**config.mk**
```make
export PLATFORM = sky130hd
export DESIGN_NAME = uart_cmd_parser
export DESIGN_NICKNAME = d
export VERILOG_FILES = /design/src/rtl/uart_cmd_parser.sv
export SDC_FILE = /design/constraint.sdc
export NUM_CORES = 1
export LEC_CHECK = 0
export BUFFER_PORTS_ARGS = -buffer_cell sky130_fd_sc_hd__buf_4
export CORE_MARGIN = 3
export CORE_UTILIZATION = 36
export CTS_CLUSTER_DIAMETER = 80
export DETAILED_ROUTE_END_ITERATION = 16
export GPL_TIMING_DRIVEN = 0
export PLACE_DENSITY = 0.51
export SYNTH_ARGS = -nofsm -noshare
export SYNTH_HDL_FRONTEND = slang
export SYNTH_SLANG_ARGS = --single-unit
```
**constraint.sdc**
```tcl
create_clock -name clk -period 2.45 [get_ports clk]
set_clock_uncertainty 0.1 [all_clocks]
set_input_delay 0.245 -clock clk [delete_from_list [all_inputs] [get_ports clk]]
set_output_delay 0.245 -clock clk [all_outputs]
set_load 0.01 [all_outputs]
```
**src/rtl/uart_cmd_parser.sv**
```systemverilog
// Framed command parser fed by a UART receiver: A5, CMD, LEN, payload, XOR checksum.
// A good frame is held for a valid/ready consumer; malformed traffic raises a one-cycle err.
module uart_cmd_parser #(
   parameter int MAX_LEN      = 16,
   parameter int ADDR_W       = 4,
   parameter int TIMEOUT_CLKS = 8680
) (
   input  logic              clk,
   input  logic              rst,
   input  logic [7:0]        rx_data,
   input  logic              rx_vld,
   output logic              frame_vld,
   input  logic              frame_rdy,
   output logic [7:0]        frame_cmd,
   output logic [ADDR_W:0]   frame_len,
   input  logic [ADDR_W-1:0] rd_addr,
   output logic [7:0]        rd_data,
   output logic              err,
   output logic [1:0]        err_code
);

   localparam int LW    = ADDR_W + 1;
   localparam int DEPTH = 2 ** ADDR_W;
   localparam int TW    = $clog2(TIMEOUT_CLKS + 1);
   localparam logic [TW-1:0] TMO_LAST  = TW'(TIMEOUT_CLKS - 1);
   localparam logic [8:0]    MAX_LEN_W = 9'(MAX_LEN);

   typedef enum logic [2:0] {
      S_IDLE,
      S_CMD,
      S_LEN,
      S_DATA,
      S_CHK,
      S_HOLD
   } state_t;

   state_t            state_q, state_d;
   logic [7:0]        cmd_q, cmd_d;
   logic [LW-1:0]     len_q, len_d;
   logic [LW-1:0]     wptr_q, wptr_d;
   logic [7:0]        xor_q, xor_d;
   logic [TW-1:0]     tmo_q, tmo_d;
   logic              frame_vld_q, frame_vld_d;
   logic              err_q, err_d;
   logic [1:0]        err_code_q, err_code_d;
   logic [7:0]        rd_data_q, rd_data_d;
   logic [7:0]        mem_q [DEPTH];
   logic              wr_en;
   logic [ADDR_W-1:0] wr_addr;
   logic              timed;

   always_comb begin
      state_d     = state_q;
      cmd_d       = cmd_q;
      len_d       = len_q;
      wptr_d      = wptr_q;
      xor_d       = xor_q;
      tmo_d       = '0;
      frame_vld_d = frame_vld_q;
      err_d       = 1'b0;
      err_code_d  = err_code_q;
      wr_en       = 1'b0;
      wr_addr     = wptr_q[ADDR_W-1:0];
      rd_data_d   = mem_q[rd_addr];
      timed       = (state_q == S_CMD) || (state_q == S_LEN) ||
                    (state_q == S_DATA) || (state_q == S_CHK);

      if (timed && !rx_vld) tmo_d = tmo_q + 1'b1;

      case (state_q)
         S_IDLE: begin
            if (rx_vld && rx_data == 8'hA5) state_d = S_CMD;
         end
         S_CMD: begin
            if (rx_vld) begin
               cmd_d   = rx_data;
               xor_d   = rx_data;
               state_d = S_LEN;
            end
         end
         S_LEN: begin
            if (rx_vld) begin
               if ({1'b0, rx_data} > MAX_LEN_W) begin
                  err_d      = 1'b1;
                  err_code_d = 2'd1;
                  state_d    = S_IDLE;
               end else begin
                  len_d   = LW'(rx_data);
                  xor_d   = xor_q ^ rx_data;
                  wptr_d  = '0;
                  state_d = (rx_data == 8'h00) ? S_CHK : S_DATA;
               end
            end
         end
         S_DATA: begin
            if (rx_vld) begin
               wr_en  = 1'b1;
               xor_d  = xor_q ^ rx_data;
               wptr_d = wptr_q + 1'b1;
               if ((wptr_q + 1'b1) == len_q) state_d = S_CHK;
            end
         end
         S_CHK: begin
            if (rx_vld) begin
               if (rx_data == xor_q) begin
                  frame_vld_d = 1'b1;
                  state_d     = S_HOLD;
               end else begin
                  err_d      = 1'b1;
                  err_code_d = 2'd2;
                  state_d    = S_IDLE;
               end
            end
         end
         S_HOLD: begin
            // Bytes arriving while a frame is held are dropped, even on the handshake cycle.
            if (rx_vld) begin
               err_d      = 1'b1;
               err_code_d = 2'd0;
            end
            if (frame_rdy) begin
               frame_vld_d = 1'b0;
               state_d     = S_IDLE;
            end
         end
         default: state_d = S_IDLE;
      endcase

      if (timed && !rx_vld && tmo_q == TMO_LAST) begin
         tmo_d      = '0;
         err_d      = 1'b1;
         err_code_d = 2'd3;
         state_d    = S_IDLE;
      end
   end

   always_ff @(posedge clk or posedge rst) begin
      if (rst) begin
         state_q     <= S_IDLE;
         cmd_q       <= '0;
         len_q       <= '0;
         wptr_q      <= '0;
         xor_q       <= '0;
         tmo_q       <= '0;
         frame_vld_q <= 1'b0;
         err_q       <= 1'b0;
         err_code_q  <= '0;
         rd_data_q   <= '0;
      end else begin
         state_q     <= state_d;
         cmd_q       <= cmd_d;
         len_q       <= len_d;
         wptr_q      <= wptr_d;
         xor_q       <= xor_d;
         tmo_q       <= tmo_d;
         frame_vld_q <= frame_vld_d;
         err_q       <= err_d;
         err_code_q  <= err_code_d;
         rd_data_q   <= rd_data_d;
      end
   end

   always_ff @(posedge clk) begin
      if (wr_en) mem_q[wr_addr] <= rx_data;
   end

   assign frame_vld = frame_vld_q;
   assign frame_cmd = cmd_q;
   assign frame_len = len_q;
   assign rd_data   = rd_data_q;
   assign err       = err_q;
   assign err_code  = err_code_q;

endmodule

```
==> run summary <==
The detail-routed via count per cell is about 5.1. The synthesis warning total is 0. The final RePlAce weighted congestion is about 0.80. The net count of the finished layout is 567. The number of H-tree levels came out at 4. The first global-routing pass estimated about 26,000 um of wire. The total power of the final layout came out at ~8.1 mW.

The final route contains roughly 4.2k vias. The average size of a mapped cell came out at 16.38 um2. The worst register-to-register path has a depth of 6. The number of synthesized register bits came out at about 180. Global routing used 14.62% of the available tracks across all layers. The CTS clock-pin slew for the worst setup and hold paths came out at about 70 ps.

TritonCTS built the clock tree. The root buffer selected by CTS is clkbuf_16. Setup repair after global routing could not meet its margin everywhere. The run finished with clean final reports. The number of pins with negative max-slew slack in the final report came to 0.

Ranked by instance count, the synthesized netlist is headed by 128 x edfxtp_1, 55 x dfrtp_1, 40 x mux4_2. The width of the die is around 150 um. The multi-input combinational cells in the finished layout cover a total of 2495 um2. The number of standard cells after synthesis is 472. The count of nets left with antenna violations once routing finished came out at 0. In this run the critical register-to-register path is launched from state_q[2]$_DFFE_PP0P_. In this run the critical register-to-register path is captured at mem_q[0][5]$_DFFE_PP_. The share of total power in the clock network came out at 31.6%. The number of inserted filler cells in the final layout came out at between 1.5k and 2k. The final non-filler cell total is ~830.

The area of the placeable core is around 21,000 um2. The part of the Yosys area used for sequential elements is between 60 and 70%. The leakage power of the design came out at 3.268 nW. The critical path goes through clkbuf_1, nand2b_1, nor2_4, nand2_2, nor3_4, buf_12.

The core occupancy in the finished layout came out at between 40% and 50%. The number of buffer cells added on primary ports is 36. The power spent charging and discharging nets came out at between 2 and 2.5 mW. The number of nets in the synthesized netlist is just under 500. The maximum clock path buffer count is 2.

After floorplanning, the core was divided into 52 placement rows. The final wirelength is between 15,000 and 20,000 um. In this run the worst hold path is classified as in -> reg. The category of the most critical setup path is reg -> reg.

The share of flip-flops with an asynchronous set or reset after synthesis is 30.05%. The combinational share of power is around a fifth. The highest net fanout along the worst path is 10. Counting tap cells, the placed design contains a total of 779 instances.

The area used by sequential logic in the layout is about 5200 um2. The initial antenna violation count is 0. Dividing the final minimum period by the clock period gives between 90% and 100%. The sequential cell fraction of total power came out at approximately 47%. The total number of clock tree sinks is around 180. The number of global-route vias before repair came out at about 4.4k.

The DRC violations left came out at 0. The remaining global-route overflow is 0. Static timing analysis puts the maximum clock frequency at roughly 440 MHz.

The worst setup path is captured at a flip-flop. The initial cell density of the core is 37.36%. The summed negative setup slack over all endpoints came out at 0 ps.

The share of the synthesized area in the top cell type is about half. The count of max-cap constraint violations came out at 0. From synthesis to final layout, the design area changed by 20.14%. Cell internal power was estimated by the tool at 5.802 mW.

Ranked by total cell area, the synthesized netlist is headed by edfxtp_1 50%, dfrtp_1 18%, mux4_2 12%. The clock period minus final worst setup slack is around 2300 ps. The cell area after technology mapping is roughly 7700 um2. The routed length per instance is ~20 um.

Buffers inserted during clock tree synthesis total 17. The die footprint is 23,270 um2. The top-level I/O count is 41. The most common cell in the synthesized netlist is edfxtp_1. STA puts the critical path data arrival time at approximately 2300 ps.

STA classifies the critical path startpoint as a flip-flop. The most critical setup path has its startpoint at state_q[2]$_DFFE_PP0P_. The setup check on the worst reg-to-reg path leaves a slack of around 150 ps. Counting flops with a built-in enable in the synthesized netlist gives between 100 and 150. The slowest stage of the critical path is the dfrtp_1 cell. The leading area contributor after synthesis is edfxtp_1. At the worst endpoint, the required time is ~2500 ps. At the pin with the least slew margin, the transition time is 747.4 ps. For this run, the leading register cell type out of synthesis is edfxtp_1. The switching share of power came out at about 29%. The half-perimeter wire length after detailed placement came out at roughly 11,000 um.

The share of post-route cells with drive strength above 1 came out at roughly 32%. The later-pin clock latency in the skew report came out at around 420 ps. The chip height came out at between 150 and 200 um. The worst stage delay on the critical path is approximately 420 ps. The ratio of total power to cell area is between 800 and 900 nW/um2. The number of endpoints with negative hold slack in the final report came out at 0. The DRC violation total after the first TritonRoute iteration is 290. For this run, the detailed router's first-pass iteration total came to 4. The timing endpoint of the critical path is mem_q[0][5]$_DFFE_PP_.

The number of inserted diodes came out at 0. The total of endpoints with negative setup slack in the final report is 0. The worst pin sits at a relative slew slack of 49.90%.

The distinct cell type count of the synthesized netlist is between 50 and 60. Entering global routing, the biggest net connects 37 pins. The peak ir drop on the vdd network came out at about 0.48 mV.
kinds of logic after synthesis:
kind of cell / Yosys count / synth area share [%]
adder cells (fa/ha/maj): 5 / 0.8093
AO/OA/AOI/OAI: 41 / 4.144
XOR/XNOR: 29 / 3.286
AND/OR/NAND/NOR: 114 / 7.478
multiplexers: 61 / 14.58
flip-flops: 183 / 67.53
buffers and inverters: 39 / 2.169
metrics by stage:
stage	cell area, um2	worst slack [ps]	hold WS (ps)
floorplan	7730	64.60	243.9
global placement	8338	-953.6	368.2
detailed placement	8378	-471.7	213.7
CTS	9179	-31.83	22.80
global route	9286	-21.82	39.96
finish	9286	152.8	40.88
cells in the final DEF (no fill, tap or decap), drive strengths merged, types with 6 or more instances in the layout:
cell    instances
nor2           39
nand2b          8
clkbuf         30
o21ai           6
inv            21
nand2          24
xor2            8
nor3           10
xnor2          21
nand3           8
mux2i           8
mux4           40
edfxtp        128
mux2           13
o211ai          7
dfrtp          55
buf            67
worst max-delay path, delay by kind of cell, from the launching register on:
family	cells	cell delay [ps]
simple gates	4	1070
buf+inv	2	410
flops	1	420
registers in the layout, indices dropped and copies added, names as in the netlist:
signal     count
frame_vld      1
frame_cmd      8
err_code       2
err            1
rd_data        8
wptr_q         5
state_q        3
xor_q          8
tmo_q         14
frame_len      5
mem_q        128
what timing repair did:
action,in CTS,in global routing
endpoints found under the hold margin,19,0
pin swaps,7,4
gates cloned,0,0
buffers inserted,11,6
hold buffers,1,0
setup endpoints to repair,128,129
resized for setup,30,4
power groups by stage:
stage / Combinational (mW) / Clock (mW) / Sequential (mW)
2_1_floorplan: 1.06 / 0 / 3.91
3_3_place_gp: 1.62 / 0 / 3.88
3_5_place_dp: 1.67 / 0 / 3.89
4_1_cts: 1.75 / 2.64 / 3.83
5_1_grt: 1.92 / 2.79 / 3.87
6_report: 1.75 / 2.57 / 3.83
worst min path at each step:
stage                          startpoint               endpoint  slack (ps)  depth (start not counted)
finish                          frame_rdy  frame_vld$_DFFE_PP0P_          40                          3
global route                    frame_rdy  frame_vld$_DFFE_PP0P_          40                          3
CTS                             frame_rdy  frame_vld$_DFFE_PP0P_          20                          3
detailed placement                    rst     tmo_q[7]$_DFF_PP0_         210                          2
global placement    frame_vld$_DFFE_PP0P_  frame_vld$_DFFE_PP0P_         370                          1
floorplan                      rx_data[0]  mem_q[0][0]$_DFFE_PP_         240                          0
final cells by class:
class	count	share of cell area [%]
plain buffers	24	1.199
clock buffers	19	4.662
multi-input cells	250	26.87
inverters	15	0.6063
repair buffers	55	5.551
well taps	270	3.638
flip-flops and latches	183	56.21
clock inverters	13	1.267
per-layer routing:
metal,GRT usage [%],share of wire [%],vias to the layer above
met5,0,0,-
li1,-,-,1958
met3,2.869,3.0,13
met2,24.36,51,75
met1,19.62,45,2202
met4,4.370,1.0,0
(Power assumes the default switching activity.)
